<file path="config.mk">
export PLATFORM = sky130hd
export DESIGN_NAME = fir_seq_ctrl_flat
export DESIGN_NICKNAME = d
export VERILOG_FILES = /design/src/rtl/fir_seq_ctrl_if.sv /design/src/rtl/fir_seq_ctrl.sv /design/src/flat_wrapper.sv
export SDC_FILE = /design/constraint.sdc
export NUM_CORES = 1
export LEC_CHECK = 0
export CELL_PAD_IN_SITES_DETAIL_PLACEMENT = 1
export CELL_PAD_IN_SITES_GLOBAL_PLACEMENT = 1
export CORE_MARGIN = 5
export CORE_UTILIZATION = 33
export CTS_CLUSTER_DIAMETER = 50
export DETAILED_ROUTE_END_ITERATION = 7
export GPL_ROUTABILITY_DRIVEN = 0
export PLACE_DENSITY_LB_ADDON = 0.1
export SETUP_SLACK_MARGIN = 0.02
export SLEW_MARGIN = 40
export SYNTH_ARGS = -nofsm -noshare
export SYNTH_HDL_FRONTEND = slang
export SYNTH_SLANG_ARGS = --single-unit
export TNS_END_PERCENT = 20
</file>
<file path="constraint.sdc">
create_clock -name clk -period 1.8 [get_ports clk]
set_clock_uncertainty 0.15 [all_clocks]
set_input_delay 0.36 -clock clk [delete_from_list [all_inputs] [get_ports clk]]
set_output_delay 0.36 -clock clk [all_outputs]
set_load 0.05 [all_outputs]
</file>
<file path="src/rtl/fir_seq_ctrl_if.sv">
// Handshake and FIR-control bundle around the frame sequencer.
// The slave modport is the sequencer; the master modport is its environment.
interface fir_seq_ctrl_if #(
    parameter int unsigned DW = 16
);
    logic          s_valid;
    logic [DW-1:0] s_data;
    logic          s_last;
    logic          s_ready;
    logic          fir_clr;
    logic [DW-1:0] fir_din;
    logic [DW-1:0] fir_dout;
    logic          m_valid;
    logic [DW-1:0] m_data;
    logic          m_last;
    logic          busy;
    logic          underrun;

    modport slave (
        input  s_valid, s_data, s_last, fir_dout,
        output s_ready, fir_clr, fir_din, m_valid, m_data, m_last, busy, underrun
    );

    modport master (
        output s_valid, s_data, s_last, fir_dout,
        input  s_ready, fir_clr, fir_din, m_valid, m_data, m_last, busy, underrun
    );
endinterface

</file>
<file path="src/rtl/fir_seq_ctrl.sv">
// Frame sequencer for the FIR datapath: feeds samples, flushes the delay line and tags valid results.
// Define FIR_SEQ_FLUSH_EN to append FLUSH_LEN zero samples after each frame's last sample.
module fir_seq_ctrl #(
    parameter int unsigned DW        = 16,
    parameter int unsigned LATENCY   = 20,
    parameter int unsigned FLUSH_LEN = 32
) (
    input  logic           clk,
    input  logic           rst,
    fir_seq_ctrl_if.slave  bus
);
    // One counter serves both the flush and the drain phase.
    localparam int unsigned CNT_MAX = (LATENCY > FLUSH_LEN) ? LATENCY : FLUSH_LEN;
    localparam int unsigned CNT_W   = (CNT_MAX > 1) ? $clog2(CNT_MAX) : 1;

    localparam logic [1:0] S_IDLE  = 2'd0;
    localparam logic [1:0] S_RUN   = 2'd1;
    localparam logic [1:0] S_DRAIN = 2'd2;
`ifdef FIR_SEQ_FLUSH_EN
    localparam logic [1:0] S_FLUSH = 2'd3;
`endif

    logic [1:0]       state_q, state_d;
    logic [CNT_W-1:0] cnt_q, cnt_d;
    logic             s_ready_q, s_ready_d;
    logic             fir_clr_q, fir_clr_d;
    logic [DW-1:0]    fir_din_q, fir_din_d;
    logic             busy_q, busy_d;
    logic             underrun_q, underrun_d;
    logic [1:0]       tag_in_q, tag_in_d;
    logic [1:0]       tag_pipe_q [LATENCY];
    logic [1:0]       tag_pipe_d [LATENCY];
    logic             accept_c;

    assign accept_c = bus.s_valid & s_ready_q;

    // Next state, FIR input word and the {valid, last} tag that travels with it.
    always_comb begin
        state_d    = state_q;
        cnt_d      = cnt_q;
        fir_din_d  = '0;
        tag_in_d   = 2'b00;
        underrun_d = underrun_q;
        case (state_q)
            S_IDLE: begin
                if (bus.s_valid) begin
                    state_d    = S_RUN;
                    underrun_d = 1'b0;
                end
            end
            S_RUN: begin
                if (accept_c) begin
                    fir_din_d = bus.s_data;
`ifdef FIR_SEQ_FLUSH_EN
                    tag_in_d = 2'b10;
                    if (bus.s_last) begin
                        state_d = S_FLUSH;
                        cnt_d   = CNT_W'(FLUSH_LEN - 1);
                    end
`else
                    tag_in_d = {1'b1, bus.s_last};
                    if (bus.s_last) begin
                        state_d = S_DRAIN;
                        cnt_d   = CNT_W'(LATENCY - 1);
                    end
`endif
                end else begin
                    underrun_d = 1'b1;
                end
            end
`ifdef FIR_SEQ_FLUSH_EN
            S_FLUSH: begin
                tag_in_d = {1'b1, cnt_q == '0};
                cnt_d    = cnt_q - CNT_W'(1);
                if (cnt_q == '0) begin
                    state_d = S_DRAIN;
                    cnt_d   = CNT_W'(LATENCY - 1);
                end
            end
`endif
            S_DRAIN: begin
                cnt_d = cnt_q - CNT_W'(1);
                if (cnt_q == '0) begin
                    state_d = S_IDLE;
                end
            end
            default: begin
                state_d = S_IDLE;
            end
        endcase
        s_ready_d = (state_d == S_RUN);
        busy_d    = (state_d != S_IDLE);
        // Clear follows the state one edge late so it drops together with the first accepted sample.
        fir_clr_d = (state_q == S_IDLE);
    end

    always_comb begin
        tag_pipe_d[0] = tag_in_q;
        for (int i = 1; i < int'(LATENCY); i++) begin
            tag_pipe_d[i] = tag_pipe_q[i-1];
        end
    end

    always_ff @(posedge clk) begin
        if (rst) begin
            state_q    <= S_IDLE;
            cnt_q      <= '0;
            s_ready_q  <= 1'b0;
            fir_clr_q  <= 1'b1;
            fir_din_q  <= '0;
            busy_q     <= 1'b0;
            underrun_q <= 1'b0;
            tag_in_q   <= 2'b00;
            for (int i = 0; i < int'(LATENCY); i++) begin
                tag_pipe_q[i] <= 2'b00;
            end
        end else begin
            state_q    <= state_d;
            cnt_q      <= cnt_d;
            s_ready_q  <= s_ready_d;
            fir_clr_q  <= fir_clr_d;
            fir_din_q  <= fir_din_d;
            busy_q     <= busy_d;
            underrun_q <= underrun_d;
            tag_in_q   <= tag_in_d;
            for (int i = 0; i < int'(LATENCY); i++) begin
                tag_pipe_q[i] <= tag_pipe_d[i];
            end
        end
    end

    assign bus.s_ready  = s_ready_q;
    assign bus.fir_clr  = fir_clr_q;
    assign bus.fir_din  = fir_din_q;
    assign bus.busy     = busy_q;
    assign bus.underrun = underrun_q;
    assign bus.m_valid  = tag_pipe_q[LATENCY-1][1];
    assign bus.m_last   = tag_pipe_q[LATENCY-1][0];
    assign bus.m_data   = bus.fir_dout;
endmodule

</file>
<file path="src/flat_wrapper.sv">
// flat-port wrapper written by rule: the top's interface ports become plain ports
module fir_seq_ctrl_flat 
#(
    parameter int unsigned DW        = 16,
    parameter int unsigned LATENCY   = 20,
    parameter int unsigned FLUSH_LEN = 32
)
  (clk, rst, bus_s_valid, bus_s_data, bus_s_last, bus_fir_dout, bus_s_ready, bus_fir_clr, bus_fir_din, bus_m_valid, bus_m_data, bus_m_last, bus_busy, bus_underrun);
  fir_seq_ctrl_if #(.DW(DW)) bus_i ();
  input  logic clk;
  input  logic rst;
  input wire logic [$bits(bus_i.s_valid)-1:0] bus_s_valid;
  input wire logic [$bits(bus_i.s_data)-1:0] bus_s_data;
  input wire logic [$bits(bus_i.s_last)-1:0] bus_s_last;
  input wire logic [$bits(bus_i.fir_dout)-1:0] bus_fir_dout;
  output wire logic [$bits(bus_i.s_ready)-1:0] bus_s_ready;
  output wire logic [$bits(bus_i.fir_clr)-1:0] bus_fir_clr;
  output wire logic [$bits(bus_i.fir_din)-1:0] bus_fir_din;
  output wire logic [$bits(bus_i.m_valid)-1:0] bus_m_valid;
  output wire logic [$bits(bus_i.m_data)-1:0] bus_m_data;
  output wire logic [$bits(bus_i.m_last)-1:0] bus_m_last;
  output wire logic [$bits(bus_i.busy)-1:0] bus_busy;
  output wire logic [$bits(bus_i.underrun)-1:0] bus_underrun;
  assign bus_i.s_valid = bus_s_valid;
  assign bus_i.s_data = bus_s_data;
  assign bus_i.s_last = bus_s_last;
  assign bus_i.fir_dout = bus_fir_dout;
  assign bus_s_ready = bus_i.s_ready;
  assign bus_fir_clr = bus_i.fir_clr;
  assign bus_fir_din = bus_i.fir_din;
  assign bus_m_valid = bus_i.m_valid;
  assign bus_m_data = bus_i.m_data;
  assign bus_m_last = bus_i.m_last;
  assign bus_busy = bus_i.busy;
  assign bus_underrun = bus_i.underrun;
  fir_seq_ctrl #(.DW(DW), .LATENCY(LATENCY), .FLUSH_LEN(FLUSH_LEN)) u_core (.clk(clk), .rst(rst), .bus(bus_i));
endmodule
</file>
# --- Word level (Yosys, flattened, before mapping) ---
# Memories as Yosys holds them, arrays and structs flattened.
# Cells that the tools add are included.
totals:
  register_bits: 29
  ramBits: 40
  input_bits: 36
  wordCells: 85
  mem_count: 1
mem_list:
  columns: ["name", "depth", "width", "rd", "rd_ports_with_merged_regs", "write_ports", "line_no", "rtl"]
  rows:
  - ["u_core.tag_pipe_q", 20, 2, 20, 0, 20, "fir_seq_ctrl.sv:31", "logic [1:0] tag_pipe_q [LATENCY];"]
op_classes:
  n_addsub: 1
  eq_ne: 7
  mux: 35
  bitwise: 23
  n_reduce_logical: 9
ops:
  columns: ["operator", "count"]
  rows:
  - ["2-to-1 mux 2 bit", 25]
  - ["OR 1 bit", 20]
  - ["2-to-1 mux 5 bit", 2]
  - ["case mux 5 bit (2 select lines)", 1]
  - ["!= test 2 bit, second input constant", 3]
  - ["case mux 2 bit (3 select lines)", 1]
  - ["AND reduction 3 bit", 2]
  - ["nonzero test 2 bit", 3]
  - ["logical NOT 5 bit", 1]
  - ["2-to-1 mux 1 bit", 5]
  - ["subtractor 5 x 1 -> 5 bit, second input constant", 1]
  - ["equality test 2 x 1 -> 1 bit, second input constant", 2]
  - ["OR reduction 3 bit", 1]
  - ["equality test 2 bit, second input constant", 1]
  - ["logical NOT 2 bit", 1]
  - ["!= test 2 x 1 -> 1 bit, second input constant", 1]
  - ["inverter 1 bit", 2]
  - ["case mux 1 bit (2 select lines)", 1]
  - ["OR reduction 2 bit", 1]
  - ["AND 1 bit", 1]

# --- Depth between registers and ports, before layout ---
# Gate-level depths: netlist (run 1).
logic_depth:
  word_depth: 4
  depth_mapped: 5

# --- Least setup slack after synthesis (run 1) ---
# Ideal clock, no wire load.
synth_path:
  path_type: "register to register"
  start: "register u_core.s_ready_q, in the netlist u_core.bus.s_ready"
  end: "register u_core.busy_q, in the netlist u_core.bus.busy"
  setup_ns: 0.079
  arrival_ns: 1.272
  required_time_ns: 1.571
  setup_slack_ns: 0.299
  path_stages_with_launch: 5
  synth_period_minus_slack_ns: 1.501
  cell_sequence: "dfxtp_1 > and3_1 > buf_2 > nand2_1 > o211ai_1"
synth_via:
  elab_chain_cells: 4
synth_rtl:
  columns: ["element", "line_no", "rtl"]
  rows:
  - ["start: declaration", "fir_seq_ctrl.sv:25", "logic s_ready_q, s_ready_d;"]
  - ["start signal: assignment", "fir_seq_ctrl.sv:120", "s_ready_q <= s_ready_d;"]
  - ["AND 1 bit", "fir_seq_ctrl.sv:35", "assign accept_c = bus.s_valid & s_ready_q;"]
  - ["2-to-1 mux 2 bit", "fir_seq_ctrl.sv:52", "if (accept_c) begin"]
  - ["case mux 2 bit (3 select lines)", "fir_seq_ctrl.sv:44", "case (state_q)"]
  - ["nonzero test 2 bit", "fir_seq_ctrl.sv:92", "busy_d = (state_d != S_IDLE);"]
  - ["end signal: assignment", "fir_seq_ctrl.sv:123", "busy_q <= busy_d;"]
  - ["end: declaration", "fir_seq_ctrl.sv:28", "logic busy_q, busy_d;"]
# No other way between the ends.
# A chain may end at the register's enable or synchronous reset.

# --- Worst setup path in the final report (run 1) ---
layout_path:
  start: "register u_core.cnt_q[0]"
  end: "register u_core.busy_q, in the netlist u_core.bus.busy"
layout_via:
  elab_chain_cells: 4
layout_rtl:
  columns: ["element", "line_no", "rtl"]
  rows:
  - ["start: declaration", "fir_seq_ctrl.sv:24", "logic [CNT_W-1:0] cnt_q, cnt_d;"]
  - ["start signal: assignment", "fir_seq_ctrl.sv:119", "cnt_q <= cnt_d;"]
  - ["logical NOT 5 bit", "fir_seq_ctrl.sv:83", "if (cnt_q == '0) begin"]
  - ["2-to-1 mux 2 bit", "fir_seq_ctrl.sv:83", null]
  - ["case mux 2 bit (3 select lines)", "fir_seq_ctrl.sv:44", null]
  - ["nonzero test 2 bit", "fir_seq_ctrl.sv:92", null]
# No other way between the ends.

==> run metrics, run 1 <==
number of detailed-route iterations in the first pass=4; clk slew on worst S/H paths=~0.070 ns; synthesis-stage register bit count=69; most frequent cell on the critical path=o211ai_1; combined area of the multi-input logic cells=about 600 um^2; Clock Root Buffer=clkbuf_8; Max FO, Critical Path=3; average wire per standard cell=13.5 um; critical setup path kind=register to register; highest-delay cell along the critical path=or3b_4; number of antenna diodes=0; WP data arrival=1.70 ns; nets in the synthesized netlist=between 200 and 250; Fin Setup TNS=0 ns; synthesis-to-layout area growth=24.8%; Worst Hold Slack=0.287 ns; max-cap violations=0; count of nets after finishing=around 260; final WL=just over 4 mm; Cell Chain, Critical Path=inv_1 > ha_1 > or3b_4 > o211ai_1 > o211ai_1; standard-cell row count=29; synthesized netlist cell count=around 190; vias in the first global route=~1.5k; TritonCTS clock tree=yes; sequential element share of the synthesized area=0.641; required time at the worst-slack endpoint=between 1.5 and 2 ns; stage delay of the slowest cell on the critical path=roughly 0.4 ns; outcome=complete, no violations; buffer count from post-CTS setup fixing=0; clock sink count=69; remaining number of nets flagged by the antenna check after routing=0; highest attainable clock frequency=0.606 GHz; Die Y-Extent=90.8 um; leading post-synthesis cells by cell area=dfxtp_1, nor2b_1, buf_4, and3_1, a21oi_1; CTS-repair resized insts=0; fraction of layout instances using a drive strength above 1=0.197; IR Drop Worst-Case VDD=0.494 mV; transition time of the tightest slew-check pin=approximately 0.34 ns; FF+latch area=0.00138 mm^2; number of synthesis warnings=0; Tmin final=1.65 ns; violation count after the first detailed-route iteration=28; summed instance area of the synthesized netlist=approximately 0.0022 mm^2; detailed placer's ending HPWL=approximately 2.8 mm; cts bufs inserted=9; DRC viols=0; portion of the clock cycle consumed by the worst path in the final layout=0.917; level count of the clock H-tree=3; Final Slew Violations=0; first-pass GRT wire length=6.92 mm; power density relative to cell area=~1100 mW/mm^2; worst-case register-to-register setup slack=roughly 0.15 ns; crit path launch type=register; cell taking the most area after synthesis=dfxtp_1; count of buffers inserted at the top-level ports=41; Setup WS post-layout=between 0.1 and 0.15 ns; count of hold buffers inserted by post-cts repair=0; pin count of the biggest net entering global routing=43; chip width=just over 90 um; Static Leak=~1.2 nW; overall die area=just over 0.008 mm^2; pre-CTS worst setup slack=0.0290 ns; total of fill cells in the finished design=just over 700; Worst slew margin=0.768; RSZ-0062 raised after global routing=no; Global Route Usage Sum=0.105; hold violation total from the final report=0; setup violators final=0; count of distinct cell types in the synthesized netlist=28; HP Class=register to register; initial antenna violation count=0; clock insertion delay at the later pin of the skew report=0.33 ns; area of the core region=0.00635 mm^2; kind of cell with the highest combined delay on the critical path=simple AND/OR/NAND/NOR gates; clock buffer depth=2; starting utilization of the core area=0.339; post-detailed-route via-to-cell ratio=between 4 and 5; total I/O pin count=74; fraction of post-synthesis cell area in the top cell type by area=0.641; total overflow reported by the global router=0; total buffers and inverters traversed by the critical path=1; total via count in the routed design=1375; critical path capture point type=register; mean post-synth cell area=about 11 um^2
worst register-to-register path, cell delays in order (launching register included):
cell and delay, ns:
dfxtp_1 0.33, inv_1 0.10, ha_1 0.17, or3b_4 0.40
o211ai_1 0.23, o211ai_1 0.14
layout by cell type, fill, tap and decap left out, types with 4 or more instances in the layout:
master and count:
buf_4 25, nor2b_1 41, dfxtp_1 69, clkdlybuf4s50_1 19, clkinv_2 4, clkbuf_8 10
nor2_1 4, and3_1 17, a21oi_1 6, inv_1 5
flip-flops by register name, indices dropped and copies added (netlist names):
signal	cells
u_core.bus.fir_din	16
u_core.bus.underrun	1
u_core.state_q	2
u_core.bus.fir_clr	1
u_core.tag_pipe_q	40
u_core.bus.busy	1
u_core.tag_in_q	2
u_core.bus.s_ready	1
u_core.cnt_q	5
where the power goes:
| part | switching [W] | internal (W) | leakage (nW) |
|---|---|---|---|
| Sequential | 0.0000117 | 0.00154 | 0.557 |
| Clock | 0.000533 | 0.000668 | 0.103 |
| Combinational | 0.0000895 | 0.0000756 | 0.511 |
routing by layer:
metal	GRT usage	routed length, um
met5	0	0
met3	0.0658	373
met4	0.0513	125
met2	0.162	1940
met1	0.112	1680
through the flow:
stage | area [um^2] | power, W | instances | util
final | 2690 | 0.00292 | 306 | 0.423
after global placement | 2490 | 0.00175 | 290 | 0.393
after detailed placement | 2490 | 0.00176 | 290 | 0.393
after floorplan | 2150 | 0.00177 | 192 | -
after CTS | 2690 | 0.00298 | 306 | 0.423
after global routing | 2690 | 0.00305 | 306 | 0.423
synthesized netlist by cell type:
| cell type | number |
|---|---|
| buf_2 | 2 |
| o21ai_0 | 3 |
| and3_1 | 17 |
| buf_4 | 16 |
| o41ai_1 | 1 |
| a211o_1 | 1 |
| and2b_4 | 1 |
| a21o_1 | 1 |
| a21oi_1 | 6 |
| nand2b_1 | 2 |
| nand3b_1 | 2 |
| dfxtp_1 | 69 |
| mux2_1 | 1 |
| nor2_2 | 1 |
| or3b_4 | 1 |
| o21ai_1 | 1 |
| nand4_1 | 1 |
| clkbuf_1 | 6 |
| o211ai_1 | 3 |
| nand2_1 | 2 |
| ha_1 | 1 |
| nor2_1 | 4 |
| o22ai_2 | 1 |
| xor2_1 | 1 |
| nor2b_1 | 41 |
| inv_1 | 5 |
| and2_1 | 1 |
| nor3_1 | 1 |
final timing paths:
path / from / endpoint / cells past startpoint
setup reg to reg: u_core.cnt_q[0]$_SDFFE_PP0P_ / u_core.bus.busy$_SDFF_PP0_ / 5
hold reg to reg: u_core.tag_pipe_q[4][3]$_SDFF_PP0_ / u_core.tag_pipe_q[4][5]$_SDFF_PP0_ / 1
hold / removal: u_core.tag_pipe_q[4][3]$_SDFF_PP0_ / u_core.tag_pipe_q[4][5]$_SDFF_PP0_ / 1
setup / recovery: u_core.cnt_q[0]$_SDFFE_PP0P_ / u_core.bus.busy$_SDFF_PP0_ / 5
cells by family after synthesis:
kind of cell | Yosys count | share of synthesized area
xor gates and xnor gates | 1 | 0.00407
adders and majority gates | 1 | 0.00581
and+or+nand+nor | 74 | 0.213
AOI/OAI and AO/OA | 17 | 0.0511
DFF | 69 | 0.641
muxes | 1 | 0.00523
buffers and inverters | 29 | 0.0796
area by class of cell:
| class | count | share of cell area |
|---|---|---|
| Tap cell | 77 | 0.0359 |
| Sequential cell | 69 | 0.514 |
| Multi-Input combinational cell | 94 | 0.224 |
| Inverter | 5 | 0.00699 |
| Timing Repair Buffer | 45 | 0.148 |
| Clock buffer | 11 | 0.0526 |
| Clock inverter | 5 | 0.0186 |
No activity file was read; power rests on OpenSTA's default activity.
==> inputs of run 2 (changes only) <==
Settings changed: CORE_MARGIN 5 to 4, GPL_TIMING_DRIVEN from default to 0, PLACE_DENSITY_LB_ADDON 0.1 to 0.2.
==> run 2 against run 1 <==
  * Routed wire length rose by 3.9%
  * Sequential cell count did not move
  * First-iteration DRC count rose by 130%
  * Combinational power rose by 73%
  * Clock-buffer cell count did not move
  * Clock power fell by 11%
  * Via count rose by 8.7%
  * Cell count rose by 11%
  * Worst setup slack got worse by 0.091 ns
  * Non-clock buffer count rose by 36
  * Global-route usage rose by 1.8 points
  * Utilization rose by 4.2 points
==> run metrics, run 2 (synthesis results as in run 1) <==
power density relative to cell area=985 mW/mm^2 (was 1090 mW/mm^2); # placed instances=326 (was 290); highest attainable clock frequency=0.574 GHz (was 0.606 GHz); portion of the clock cycle consumed by the worst path in the final layout=0.968 (was 0.917); HP Class=register to register (unchanged); Largest register FFs=40 (unchanged); clk slew on worst S/H paths=0.07 ns (about the same); Cell Chain, Critical Path=buf_4 > clkdlybuf4s50_1 (was inv_1 > ha_1 > or3b_4 > o211ai_1 > o211ai_1); synthesis-to-layout area growth=37.1% (was 24.8%); required time at the worst-slack endpoint=1.29 ns (was 1.84 ns); total design power=0.00291 W (was 0.00292 W); setup violators final=0 (unchanged); total overflow reported by the global router=0 (unchanged); final cell utilization of the core=0.465 (was 0.423); fraction of layout instances using a drive strength above 1=0.144 (was 0.197); max-cap violations=0 (unchanged); most flop-heavy register=u_core.tag_pipe_q (unchanged); IR Drop Worst-Case VDD=0.541 mV (was 0.494 mV); hold violation total from the final report=0 (unchanged); worst setup path startpoint=bus_fir_dout[10] (was u_core.cnt_q[0]$_SDFFE_PP0P_); starting utilization of the core area=0.339 (unchanged); Die Y-Extent=88.8 um (was 90.8 um); total of fill cells in the finished design=716 (was 709); total buffers and inverters traversed by the critical path=2 (was 1); clock sink count=69 (unchanged); vias in the first global route=1516 (was 1499); endpoint of the lowest-slack register-to-register path=u_core.bus.busy$_SDFF_PP0_ (unchanged); final non-filler cell area=0.00295 mm^2 (was 0.00269 mm^2); clock insertion delay at the later pin of the skew report=0.34 ns (was 0.33 ns); crit path launch type=primary input (was register); number of antenna diodes=0 (unchanged); post-route insts no fill=341 (was 306); RSZ-0062 raised after global routing=no (unchanged); highest-delay cell along the critical path=clkdlybuf4s50_1 (was or3b_4); stage delay of the slowest cell on the critical path=0.79 ns (was 0.40 ns); WP data arrival=1.23 ns (was 1.70 ns); Worst Hold Slack=0.281 ns (was 0.287 ns); worst-case register-to-register setup slack=0.15 ns (about the same); Clock Root Buffer=clkbuf_8 (unchanged); WP depth=2 (was 5); commonest cells after routing, fill and taps aside=dfxtp_1, nor2b_1, clkdlybuf4s50_1 (was dfxtp_1, nor2b_1, buf_4); total I/O pin count=74 (unchanged); area of the core region=0.00635 mm^2 (unchanged); initial antenna violation count=0 (unchanged); final WL=4.28 mm (was 4.12 mm); violation count after the first detailed-route iteration=63 (was 28); length in cells of the worst reg-to-reg path=5 (unchanged); count of buffers inserted at the top-level ports=57 (was 41); detailed placer's ending HPWL=3.14 mm (was 2.83 mm); transition time of the tightest slew-check pin=0.524 ns (was 0.344 ns); overall die area=0.00788 mm^2 (was 0.00824 mm^2); critical path capture point type=primary output (was register); TritonCTS clock tree=yes (unchanged); crit path capture=bus_m_data[10] (was u_core.bus.busy$_SDFF_PP0_); average wire per standard cell=12.6 um (was 13.5 um); count of nets after finishing=297 (was 261); Tmin final=1.74 ns (was 1.65 ns); pin count of the biggest net entering global routing=12 (was 43); critical setup path kind=primary input to primary output (was register to register); placed cell areas=0.00282 mm^2 (was 0.00249 mm^2); kind of cell with the highest combined delay on the critical path=buffers and inverters (was simple AND/OR/NAND/NOR gates); first-pass GRT wire length=7.05 mm (was 6.92 mm); total via count in the routed design=1495 (was 1375); critical register-to-register path startpoint=u_core.cnt_q[0]$_SDFFE_PP0P_ (unchanged); remaining number of nets flagged by the antenna check after routing=0 (unchanged); Final Slew Violations=0 (unchanged); Max FO, Critical Path=1 (was 3); chip width=88.8 um (was 90.8 um); clock buffer depth=2 (unchanged); cts bufs inserted=9 (unchanged); leading cell type in the layout, fill and taps excluded=dfxtp_1 (unchanged); DRC viols=0 (unchanged); Static Leak=1.33 nW (was 1.17 nW); Global Route Usage Sum=0.123 (was 0.105); level count of the clock H-tree=3 (unchanged); post-detailed-route via-to-cell ratio=4.38 (was 4.49); outcome=complete, no violations (unchanged); number of detailed-route iterations in the first pass=4 (unchanged); standard-cell row count=29 (unchanged); Worst slew margin=0.652 (was 0.768)
run 2: cell types whose count changed in the layout (fill, tap and decap cells not counted), moves of 6 or more:
cell	before	now
dlygate4sd2_1	0	20
clkbuf_1	1	7
buf_4	25	16
clkdlybuf4s50_1	19	35
run 2: repair_timing:
| action | in CTS | in global routing |
|---|---|---|
| setup buffers | 0 | 0 |
| resized for setup | 23 | 3 |
| endpoints found under the setup margin | 22 | 2 |
| hold buffers | 0 | 0 |
run 2: through the flow:
step | worst slack [ns] | TNS, ns
after floorplan | 0.299 | 0
after global placement | -0.115 | -2.91
after detailed placement | -0.139 | -3.66
after CTS | 0.0265 | 0
after global routing | 0.0223 | 0
final | 0.0577 | 0
run 2: final cells by class:
class	count	area, um^2	area share
inverter	5	18.8	0.00636
tap	77	96.3	0.0326
multi-input combinational	94	601	0.203
sequential	69	1380	0.468
clock buffer	11	141	0.0479
buffer	24	153	0.0517
timing repair buffer	57	536	0.181
clock inverter	4	25.0	0.00848
run 2: routing by layer:
layer / vias up / GRT usage / routed length [um]
li1: 740 / - / -
met1: 693 / 0.135 / 1810
met5: - / 0 / 0
met3: 10 / 0.0754 / 426
met4: 0 / 0.0701 / 113
met2: 52 / 0.182 / 1930
run 2: worst reg2reg max path: cells and delay by family, from the launching register on:
family	cells	cell delay (ns)
AO/OA/AOI/OAI	2	0.39
AND/OR/NAND/NOR	1	0.40
adder cells (fa/ha/maj)	1	0.16
flip-flops	1	0.32
buffers and inverters	1	0.09
run 2: worst min path at each step:
stage / from / endpoint / slack [ns] / cells past startpoint
after floorplan: u_core.tag_in_q[0]$_SDFF_PP0_ / u_core.tag_pipe_q[0][0]$_SDFF_PP0_ / 0.26 / 1
after global placement: u_core.tag_in_q[0]$_SDFF_PP0_ / u_core.tag_pipe_q[0][0]$_SDFF_PP0_ / 0.27 / 1
after CTS: u_core.tag_pipe_q[0][2]$_SDFF_PP0_ / u_core.tag_pipe_q[0][4]$_SDFF_PP0_ / 0.28 / 1
after global routing: u_core.tag_pipe_q[0][2]$_SDFF_PP0_ / u_core.tag_pipe_q[0][4]$_SDFF_PP0_ / 0.29 / 1
final: u_core.tag_pipe_q[0][2]$_SDFF_PP0_ / u_core.tag_pipe_q[0][4]$_SDFF_PP0_ / 0.28 / 1
after detailed placement: u_core.tag_pipe_q[4][2]$_SDFF_PP0_ / u_core.tag_pipe_q[4][4]$_SDFF_PP0_ / 0.28 / 1
run 2: where the power goes:
group,internal (W),total [W],leakage (nW),switching [W]
combinational,0.000118,0.000286,0.691,0.000168
clock,0.000525,0.00107,0.0812,0.000542
sequential,0.00154,0.00155,0.557,0.0000109
